==> src/rtl/eda_scan_sequencer.sv <==
// Raster-scan seed sequencer: probes the visited-mark RAM and hands out the next unvisited pixel.
// Optional skip statistics (skip_cnt output) are enabled by defining EDA_SCAN_STATS_EN.
module eda_scan_sequencer #(
  parameter int I_WIDTH    = 8,
  parameter int J_WIDTH    = 8,
  parameter int ADDR_WIDTH = 16
) (
  input  logic                  clk,
  input  logic                  reset,
  input  logic                  start,
  input  logic [I_WIDTH-1:0]    cfg_last_row,
  input  logic [J_WIDTH-1:0]    cfg_last_col,
  input  logic                  advance,
  input  logic                  mark_valid,
  input  logic [ADDR_WIDTH-1:0] mark_addr,
  output logic                  vis_rd_en,
  output logic [ADDR_WIDTH-1:0] vis_rd_addr,
  input  logic                  vis_rd_data,
  output logic [I_WIDTH-1:0]    next_row,
  output logic [J_WIDTH-1:0]    next_col,
  output logic                  next_valid,
  output logic                  iterated_all,
`ifdef EDA_SCAN_STATS_EN
  output logic [ADDR_WIDTH:0]   skip_cnt,
`endif
  output logic                  busy
);

  typedef enum logic [2:0] {
    IDLE,
    PROBE,
    WAIT,
    HOLD,
    DONE
  } state_e;

  state_e                state_q, state_d;
  logic [I_WIDTH-1:0]    row_q, row_d;
  logic [J_WIDTH-1:0]    col_q, col_d;
  logic [I_WIDTH-1:0]    last_row_q, last_row_d;
  logic [J_WIDTH-1:0]    last_col_q, last_col_d;
  logic [I_WIDTH-1:0]    next_row_q, next_row_d;
  logic [J_WIDTH-1:0]    next_col_q, next_col_d;
  logic                  next_valid_q, next_valid_d;
  logic                  iterated_all_q, iterated_all_d;
  logic                  vis_rd_en_q, vis_rd_en_d;
  logic [ADDR_WIDTH-1:0] vis_rd_addr_q, vis_rd_addr_d;
  logic                  busy_q, busy_d;

  logic [ADDR_WIDTH-1:0] pos_addr;
  logic [ADDR_WIDTH-1:0] step_addr;
  logic [I_WIDTH-1:0]    step_row;
  logic [J_WIDTH-1:0]    step_col;
  logic                  at_last;
  logic                  mark_hit;
  logic                  wait_hit;

  // pos only moves on a step, so in HOLD it still equals the held seed address;
  // one comparator therefore serves both the in-flight probe and the held seed.
  always_comb begin
    pos_addr = {row_q, col_q};
    at_last  = (row_q == last_row_q) && (col_q == last_col_q);
    if (col_q == last_col_q) begin
      step_row = row_q + I_WIDTH'(1);
      step_col = '0;
    end else begin
      step_row = row_q;
      step_col = col_q + J_WIDTH'(1);
    end
    step_addr = {step_row, step_col};
    mark_hit  = mark_valid && (mark_addr == pos_addr);
    wait_hit  = vis_rd_data || mark_hit;
  end

  always_comb begin
    state_d        = state_q;
    row_d          = row_q;
    col_d          = col_q;
    last_row_d     = last_row_q;
    last_col_d     = last_col_q;
    next_row_d     = next_row_q;
    next_col_d     = next_col_q;
    next_valid_d   = next_valid_q;
    iterated_all_d = iterated_all_q;
    vis_rd_en_d    = 1'b0;
    vis_rd_addr_d  = vis_rd_addr_q;

    if (start) begin
      last_row_d     = cfg_last_row;
      last_col_d     = cfg_last_col;
      row_d          = '0;
      col_d          = '0;
      next_valid_d   = 1'b0;
      iterated_all_d = 1'b0;
      vis_rd_en_d    = 1'b1;
      vis_rd_addr_d  = '0;
      state_d        = PROBE;
    end else begin
      unique case (state_q)
        PROBE: state_d = WAIT;
        WAIT: begin
          if (!wait_hit) begin
            next_row_d   = row_q;
            next_col_d   = col_q;
            next_valid_d = 1'b1;
            state_d      = HOLD;
          end else if (at_last) begin
            iterated_all_d = 1'b1;
            state_d        = DONE;
          end else begin
            row_d         = step_row;
            col_d         = step_col;
            vis_rd_en_d   = 1'b1;
            vis_rd_addr_d = step_addr;
            state_d       = PROBE;
          end
        end
        HOLD: begin
          // Consumption and a snoop drop behave identically and never double-step.
          if (advance || mark_hit) begin
            next_valid_d = 1'b0;
            if (at_last) begin
              iterated_all_d = 1'b1;
              state_d        = DONE;
            end else begin
              row_d         = step_row;
              col_d         = step_col;
              vis_rd_en_d   = 1'b1;
              vis_rd_addr_d = step_addr;
              state_d       = PROBE;
            end
          end
        end
        default: state_d = state_q;
      endcase
    end

    busy_d = (state_d == PROBE) || (state_d == WAIT) || (state_d == HOLD);
  end

  always_ff @(posedge clk) begin
    if (reset) begin
      state_q        <= IDLE;
      row_q          <= '0;
      col_q          <= '0;
      last_row_q     <= '0;
      last_col_q     <= '0;
      next_row_q     <= '0;
      next_col_q     <= '0;
      next_valid_q   <= 1'b0;
      iterated_all_q <= 1'b0;
      vis_rd_en_q    <= 1'b0;
      vis_rd_addr_q  <= '0;
      busy_q         <= 1'b0;
    end else begin
      state_q        <= state_d;
      row_q          <= row_d;
      col_q          <= col_d;
      last_row_q     <= last_row_d;
      last_col_q     <= last_col_d;
      next_row_q     <= next_row_d;
      next_col_q     <= next_col_d;
      next_valid_q   <= next_valid_d;
      iterated_all_q <= iterated_all_d;
      vis_rd_en_q    <= vis_rd_en_d;
      vis_rd_addr_q  <= vis_rd_addr_d;
      busy_q         <= busy_d;
    end
  end

  assign vis_rd_en    = vis_rd_en_q;
  assign vis_rd_addr  = vis_rd_addr_q;
  assign next_row     = next_row_q;
  assign next_col     = next_col_q;
  assign next_valid   = next_valid_q;
  assign iterated_all = iterated_all_q;
  assign busy         = busy_q;

`ifdef EDA_SCAN_STATS_EN
  logic [ADDR_WIDTH:0] skip_cnt_q, skip_cnt_d;
  logic                skip_inc;

  // A dropped held seed counts only when it was not consumed in the same cycle.
  always_comb begin
    skip_inc   = !start && (((state_q == WAIT) && wait_hit) ||
                            ((state_q == HOLD) && mark_hit && !advance));
    skip_cnt_d = skip_cnt_q;
    if (start) begin
      skip_cnt_d = '0;
    end else if (skip_inc && (skip_cnt_q != '1)) begin
      skip_cnt_d = skip_cnt_q + (ADDR_WIDTH+1)'(1);
    end
  end

  always_ff @(posedge clk) begin
    if (reset) begin
      skip_cnt_q <= '0;
    end else begin
      skip_cnt_q <= skip_cnt_d;
    end
  end

  assign skip_cnt = skip_cnt_q;
`endif

endmodule
==> config.mk <==
export PLATFORM = sky130hd
export DESIGN_NAME = eda_scan_sequencer
export DESIGN_NICKNAME = d
export VERILOG_FILES = /design/src/rtl/eda_scan_sequencer.sv
export SDC_FILE = /design/constraint.sdc
export NUM_CORES = 1
export LEC_CHECK = 0
export ABC_AREA = 1
export BUFFER_PORTS_ARGS = -buffer_cell sky130_fd_sc_hd__buf_4
export CAP_MARGIN = 20
export CORE_MARGIN = 1
export CORE_UTILIZATION = 30
export CTS_CLUSTER_SIZE = 14
export DETAILED_ROUTE_END_ITERATION = 7
export SETUP_SLACK_MARGIN = 0.3
export SLEW_MARGIN = 20
export SYNTH_ARGS = -nofsm -noshare
export SYNTH_HDL_FRONTEND = slang
export SYNTH_SLANG_ARGS = --single-unit
==> constraint.sdc <==
create_clock -name clk -period 2.4 [get_ports clk]
set_clock_uncertainty 0.15 [all_clocks]
set_input_delay 0.36 -clock clk [delete_from_list [all_inputs] [get_ports clk]]
set_output_delay 0.36 -clock clk [all_outputs]
set_load 0.05 [all_outputs]
Word level (Yosys, flattened, before mapping)
Index checks and enable logic that the tools add are counted.
{ "totals": {"reg_bits": 71, "inputBits": 38, "out_inout_bits": 36, "word_cells": 70} }
{ "classes": {"addsub": 2, "n_eq_ne": 12, "n_mux": 31, "bitwise_logic": 2, "reduce_logical": 11} }
{ "ops": {"columns": ["operator", "n"], "rows": [
  ["2-to-1 mux 8 bit", 8],
  ["2-to-1 mux 16 bit", 3],
  ["case mux 16 bit (2 select lines)", 1],
  ["case mux 8 bit (2 select lines)", 2],
  ["adder 8 x 1 -> 8 bit, second input constant", 2],
  ["== test 16 bit", 1],
  ["== test 8 bit", 2],
  ["== test 3 x 2 -> 1 bit, second input constant", 4],
  ["2-to-1 mux 3 bit", 4],
  ["2-to-1 mux 1 bit", 9],
  ["case mux 3 bit (3 select lines)", 1],
  ["AND reduction 3 bit", 3],
  ["== test 3 x 1 -> 1 bit, second input constant", 2],
  ["!= test 2 bit, second input constant", 3],
  ["case mux 1 bit (2 select lines)", 3],
  ["logical OR 1 bit", 4],
  ["logical AND 1 bit", 2],
  ["inverter 1 bit", 2],
  ["nonzero test 2 bit", 1],
  ["OR reduction 2 bit", 1]
]} }

Longest topological paths before layout
Gate-level depths: netlist of run 1.
{ "depth": {"ltp_word": 9, "depth_mapped": 15, "depth_no_buf": 14} }

Worst setup path after synthesis of run 1
OpenSTA, ideal clock, no wires.
{ "synth_path": {"path_type": "register to register", "startpoint": "reg, netlist name vis_rd_addr[10]", "endpoint": "reg next_row_q[6] (netlist: next_row[6])", "setup_ps": 128, "arrival_time_ps": 1912, "required_ps": 2122, "slack_ps": 210, "path_stages_with_launch": 16, "n_path_buf": 2, "synth_period_minus_slack_ps": 2190, "cell_sequence": "dfxtp_1 -> buf_4 -> inv_2 -> nand2_1 -> nand2_1 -> nor2_1 -> nand2_1 -> nor2_1 -> nand3_2 -> nand3_1 -> inv_2 -> nand2_4 -> buf_6 -> nor2_1 -> a21oi_1 -> nor2_1"} }
{ "synth_rtl": {"columns": ["item", "line_no", "text"], "rows": [
  ["to (signal assigned)", "161", "next_row_q <= next_row_d;"],
  ["to (decl)", "42", "logic [I_WIDTH-1:0] next_row_q, next_row_d;"]
]} }

==> impl_metrics.tcl, run 1 <==
set metrics [dict create \
    whs_path_depth 3 \
    cts-root-buf "clkbuf_8" \
    syn-num-nets 467 \
    status "completed" \
    track_usage 0.168 \
    antenna_found_initial 0 \
    fmax_mhz 508 \
    synth_area_mm2 0.00290 \
    die_h_um 100 \
    cts.hold.buffers_added 0 \
    drt_iter0_markers 134 \
    nets 538 \
    hold_viol_final 0 \
    critical_path_class "register to register" \
    synth_cells 427 \
    wl_per_cell_um 13.2 \
    grt_max_degree 28 \
    portBuffers 73 \
    r2r_cells 13 \
    num_rows 35 \
    yosysWarnings 0 \
    htree_levels 2 \
    setup-violations-final 0 \
    path_clk_slew_ps 100 \
    coreArea_mm2 0.00928 \
    maxSlewHeadroom 0.607 \
    rsz0062_at_grt "true" \
    vias 2862 \
    area_delta_synth_final_pct 28.3 \
    grt_first_pass_wirelength_um 12900 \
    hold_class "primary input to register" \
    wl_um 8270 \
    synth_cell_types 28 \
    hold_ws_ps 122 \
    antenna_cells 0 \
    cp-end-kind "register" \
    finalCriticalPeriod_ps 1970 \
    grt_pass1_vias 2590 \
    yosys.area.top_type "dfxtp_1" \
    drc 0 \
    start_kind "register" \
    dp_hpwl_um 6210 \
    path_max_fanout 14 \
    synthDominantCellAreaShare 0.380 \
    ys_ff_latch 55 \
    finalPower_mw 1.75 \
    report.final.slew_viol_count 0 \
    cellLeakagePower_nw 1.73 \
    io_pins 74 \
    layout.cells.most_common "nand2_1" \
    clk_latency_ps 310 \
    start_util 0.312 \
    crit_slowest_cell "dfxtp_4" \
    seq_area_frac_synth 0.380 \
    final_cell_mix "87 x nand2_1, 84 x buf_4, 79 x nor2_1" \
    avgViaCountPerCell 4.56 \
    gp_congestion 0.837 \
    cts_buffer_depth 2 \
    tritoncts "done" \
    cts_buffers 5 \
    overflow 0 \
    cap_violations 0 \
    worst_pin_slew_ps 586 \
    fin_setup_tns_ps 0 \
    dieArea_mm2 0.0101 \
    cp_cell_sequence "inv_2 -> nand2_1 -> nand2_1 -> nor2_2 -> nand2_1 -> nor2_1 -> nand3_2 -> nand3_1 -> inv_2 -> nand2_8 -> nor2_1 -> a21oi_1 -> nor2_1" \
    cpPeakStageDelay_ps 400 \
    drive_gt1_frac 0.261 \
    die_x_um 100 \
    firstDrtPassIters 4 \
    synth.area.top_cells "dfxtp_1 38%, nand2_1 12%, nor2_1 10%, a21oi_1 7.1%, inv_1 5.1%" \
    synth_area_per_cell_um2 6.78 \
    crit_arrival_ps 2030 \
    ant_nets 0 \
    clock_sinks 55 \
    peakVddDrop_uv 218 \
    power.density_mw_per_mm2 470 \
    post-route-period-util 0.820 \
    crit_required_ps 2460 \
]
[power by group]
group	switching [mW]	internal (mW)
sequential	0.0163	0.931
combinational	0.132	0.0968
clock	0.306	0.264
total	0.454	1.29
[what timing repair did]
item	4_1_cts	5_1_grt
pin swaps	0	1
setup buffers	0	5
gates cloned	0	1
endpoints found under the setup margin	11	36
gates resized for setup	2	12
[layout make-up]
| class | count | area (um2) |
|---|---|---|
| Fill cell | 1038 | 5570 |
| Multi-Input combinational cell | 302 | 1500 |
| Sequential cell | 55 | 1140 |
| Timing Repair Buffer | 84 | 631 |
| Inverter | 50 | 188 |
| Tap cell | 129 | 161 |
| Clock buffer | 8 | 100 |
[critical path, delay by kind of cell, from the launching register on]
kind,cells,cell delay [ps]
AND/OR/NAND/NOR,10,1000
flip-flops,1,400
buffers and inverters,2,180
AO/OA/AOI/OAI,1,120
[sequential cells by signal, indices dropped and copies added (netlist names)]
| name | flops |
|---|---|
| vis_rd_addr | 15 |
| last_col_q | 8 |
| last_row_q | 8 |
| next_col | 8 |
| next_row | 8 |
| state_q | 3 |
| busy | 1 |
| iterated_all | 1 |
| next_valid | 1 |
| row_q | 1 |
| vis_rd_en | 1 |
[metrics by stage]
stage / area [um2] / setup WS [ps] / instances / util
floorplan: 2910 / 313 / 427 / -
global placement: 3530 / 206 / 614 / 0.380
detailed placement: 3530 / 246 / 614 / 0.380
CTS: 3640 / 313 / 622 / 0.392
global route: 3710 / 257 / 628 / 0.400
finish: 3710 / 431 / 628 / 0.400
[cells in the mapped netlist, drive strengths merged]
| library cell | n |
|---|---|
| buf | 13 |
| xor2 | 15 |
| xnor2 | 10 |
| clkinv | 2 |
| nand3 | 24 |
| nand2 | 94 |
| nand4 | 12 |
| o21ai | 17 |
| clkbuf | 8 |
| nor3b | 1 |
| dfxtp | 55 |
| nor3 | 3 |
| ha | 2 |
| nor2 | 82 |
| a21oi | 41 |
| inv | 48 |
[routing by layer]
layer / GRT usage / up-vias / part of all wire
met1: 0.229 / 1301 / 0.46
met3: 0.0306 / 9 / 0.054
met5: 0 / - / 0
li1: - / 1479 / -
met2: 0.267 / 73 / 0.46
met4: 0.0546 / 0 / 0.018
[logic make-up after synthesis]
| family | Yosys count | synth area share |
|---|---|---|
| AOI/OAI and AO/OA | 58 | 0.100 |
| xor gates and xnor gates | 25 | 0.0756 |
| adders and majority gates | 2 | 0.00864 |
| buffers and inverters | 71 | 0.112 |
| DFF | 55 | 0.380 |
| and+or+nand+nor | 216 | 0.324 |
[final timing paths]
check | startpoint | endpoint | slack, ps
worst max-delay path | vis_rd_addr[10] | next_col[5] | 430
worst min-delay path | cfg_last_col[3] | last_col_q[3] | 120
worst max register to register | vis_rd_addr[10] | next_col[5] | 430
worst min register to register | next_col[6] | next_col[6] | 320
No activity file was read; power rests on OpenSTA's default activity.
==> run 2: changes to the inputs <==
clock period = 1.8 ns   (was 2.4 ns; I/O delays follow)
==> run 2 against run 1 <==
  * The run now ends with negative setup slack left
  * Clock power grew 56%
  * Largest cell class unchanged
  * Flip-flop and latch count stayed put
  * Final area grew 33%
  * Worst hold slack got worse by 110 ps
  * Die area unchanged
  * Non-clock buffer count up 78
  * Setup slack lost 620 ps
  * Wire length rose by 23%
  * First-iteration DRC count increased by 13%
  * Sequential share of layout area is 7.2 points lower
==> impl_metrics.tcl, run 2 (same netlist as run 1, synthesis figures left out) <==
set metrics [dict create \
    portBuffers 73 \
    pwr-share-comb 0.158 \
    antenna_cells 0 \
    ant_nets 0 \
    layout.cells.most_common "buf_4" \
    coreArea_mm2 0.00928 \
    clock_power_share 0.350 \
    setup-violations-final 38 \
    drc 0 \
    vias 3319 \
    grt_first_pass_wirelength_um 15700 \
    seq_power_share 0.492 \
    die_h_um 100 \
    wl_um 10200 \
    peakVddDrop_uv 454 \
    cpPeakStageDelay_ps 410 \
    path_buf_inv 1 \
    power_switching_mw 0.717 \
    fill_cells 869 \
    crit_required_ps 1870 \
    power.density_mw_per_mm2 515 \
    cp-end-kind "register" \
    htree_levels 2 \
    whs_path_depth 3 \
    wl_per_cell_um 14.4 \
    antenna_found_initial 0 \
    area_delta_synth_final_pct 70.7 \
    tritoncts "done" \
    finalPower_mw 2.55 \
    dp_hpwl_um 6890 \
    gp_congestion 0.868 \
    firstDrtPassIters 5 \
    use_met2 0.320 \
    post-route-period-util 1.11 \
    path_clk_slew_ps 120 \
    fmax_mhz 502 \
    fin_setup_tns_ps -4200 \
    maxSlewHeadroom 0.663 \
    path_max_fanout 6 \
    hold_class "primary input to register" \
    clk_latency_ps 330 \
    drive_gt1_frac 0.487 \
    use_met1 0.274 \
    hold_viol_final 0 \
    clock_sinks 55 \
    largest_reg_flops 15 \
    worst_pin_slew_ps 504 \
    grt_max_degree 19 \
    violations "negative setup slack" \
    crit_slowest_cell "dfxtp_4" \
    status "finished with violations" \
    crit_arrival_ps 2060 \
    r2r_cells 13 \
    num_rows 35 \
    rsz0062_at_grt "true" \
    start_kind "register" \
    final_cell_area_mm2 0.00494 \
    dp.cells 656 \
    cellLeakagePower_nw 2.23 \
    cts-root-buf "clkbuf_8" \
    cap_violations 0 \
    critical_path_class "register to register" \
    dieArea_mm2 0.0101 \
    final_util 0.533 \
    fin_ws_ps -190 \
    hold_ws_ps 10.8 \
    p_int_mw 1.83 \
    p_sw_frac 0.282 \
    die_x_um 100 \
    final_cell_mix "129 x buf_4, 65 x nand2_1, 64 x nor2_1" \
    grt_pass1_vias 3207 \
    grt-busiest-layer "met2" \
    crit_top_cell "nor2_1" \
    cts_buffer_depth 2 \
    report.final.slew_viol_count 0 \
    placed_area_mm2 0.00394 \
    drt_iter0_markers 152 \
    finalCriticalPeriod_ps 1990 \
    cp_cell_sequence "inv_4 -> nand2_2 -> nand2_1 -> nor2_1 -> nand2_1 -> nor2_4 -> nand3_4 -> nand2_4 -> nand2_8 -> nand2_8 -> nand3_4 -> nor2_1 -> nor2_1" \
    start_util 0.312 \
    use_met3 0.0292 \
    layout.cells.non_filler 708 \
    track_usage 0.198 \
    place_ws_ps -202 \
    overflow 0 \
    crit_cells 13 \
    cts_buffers 5 \
    io_pins 74 \
    nets 618 \
    path_delay_family "simple AND/OR/NAND/NOR gates" \
    avgViaCountPerCell 4.69 \
]
run 2: cell types whose count changed in the layout (fill, tap and decap cells not counted), sizes merged:
| cell | delta |
|---|---|
| clkbuf | -3 |
| nand3 | +1 |
| buf | +78 |
| nand2 | +1 |
| clkinv | +2 |
| bufinv | +1 |
run 2: power groups by stage:
| stage | Sequential (mW) | Clock, mW | Combinational [mW] |
|---|---|---|---|
| 2_1_floorplan | 1.29 | 0 | 0.172 |
| 3_3_place_gp | 1.28 | 0 | 0.322 |
| 3_5_place_dp | 1.28 | 0 | 0.324 |
| 4_1_cts | 1.25 | 0.888 | 0.371 |
| 5_1_grt | 1.26 | 0.931 | 0.439 |
| 6_report | 1.25 | 0.891 | 0.403 |
run 2: final cells by class:
type,instances,area (um2),share of cell area
clock buffer,5,68.8,0.0139
inverter,50,200,0.0405
multi-input combinational,304,1880,0.381
tap,129,161,0.0326
sequential,55,1160,0.234
clock inverter,3,47.5,0.00962
timing repair buffer,162,1430,0.288
run 2: final timing paths:
check / startpoint / endpoint / slack [ps]
setup reg to reg: vis_rd_addr[9] / vis_rd_addr[9] / -190
hold / removal: cfg_last_row[3] / last_row_q[3] / 10
hold reg to reg: next_col[2] / next_col[2] / 330
setup / recovery: vis_rd_addr[9] / vis_rd_addr[9] / -190
run 2: what timing repair did:
action	in CTS	in global routing
resized for setup	71	64
hold buffers	0	0
setup buffers	27	12
cloned	5	0
pin swaps	27	36
endpoints found under the setup margin	42	45
run 2: routing by layer:
metal | wire (um) | vias to the layer above
met5 | 0 | -
met4 | 185 | 0
met3 | 490 | 23
met2 | 4890 | 105
met1 | 4640 | 1543
li1 | - | 1648
run 2: tightest hold or removal path, cell delays in order:
cell and delay, ps:
buf_4 80, nor2_1 30, nor2_1 80
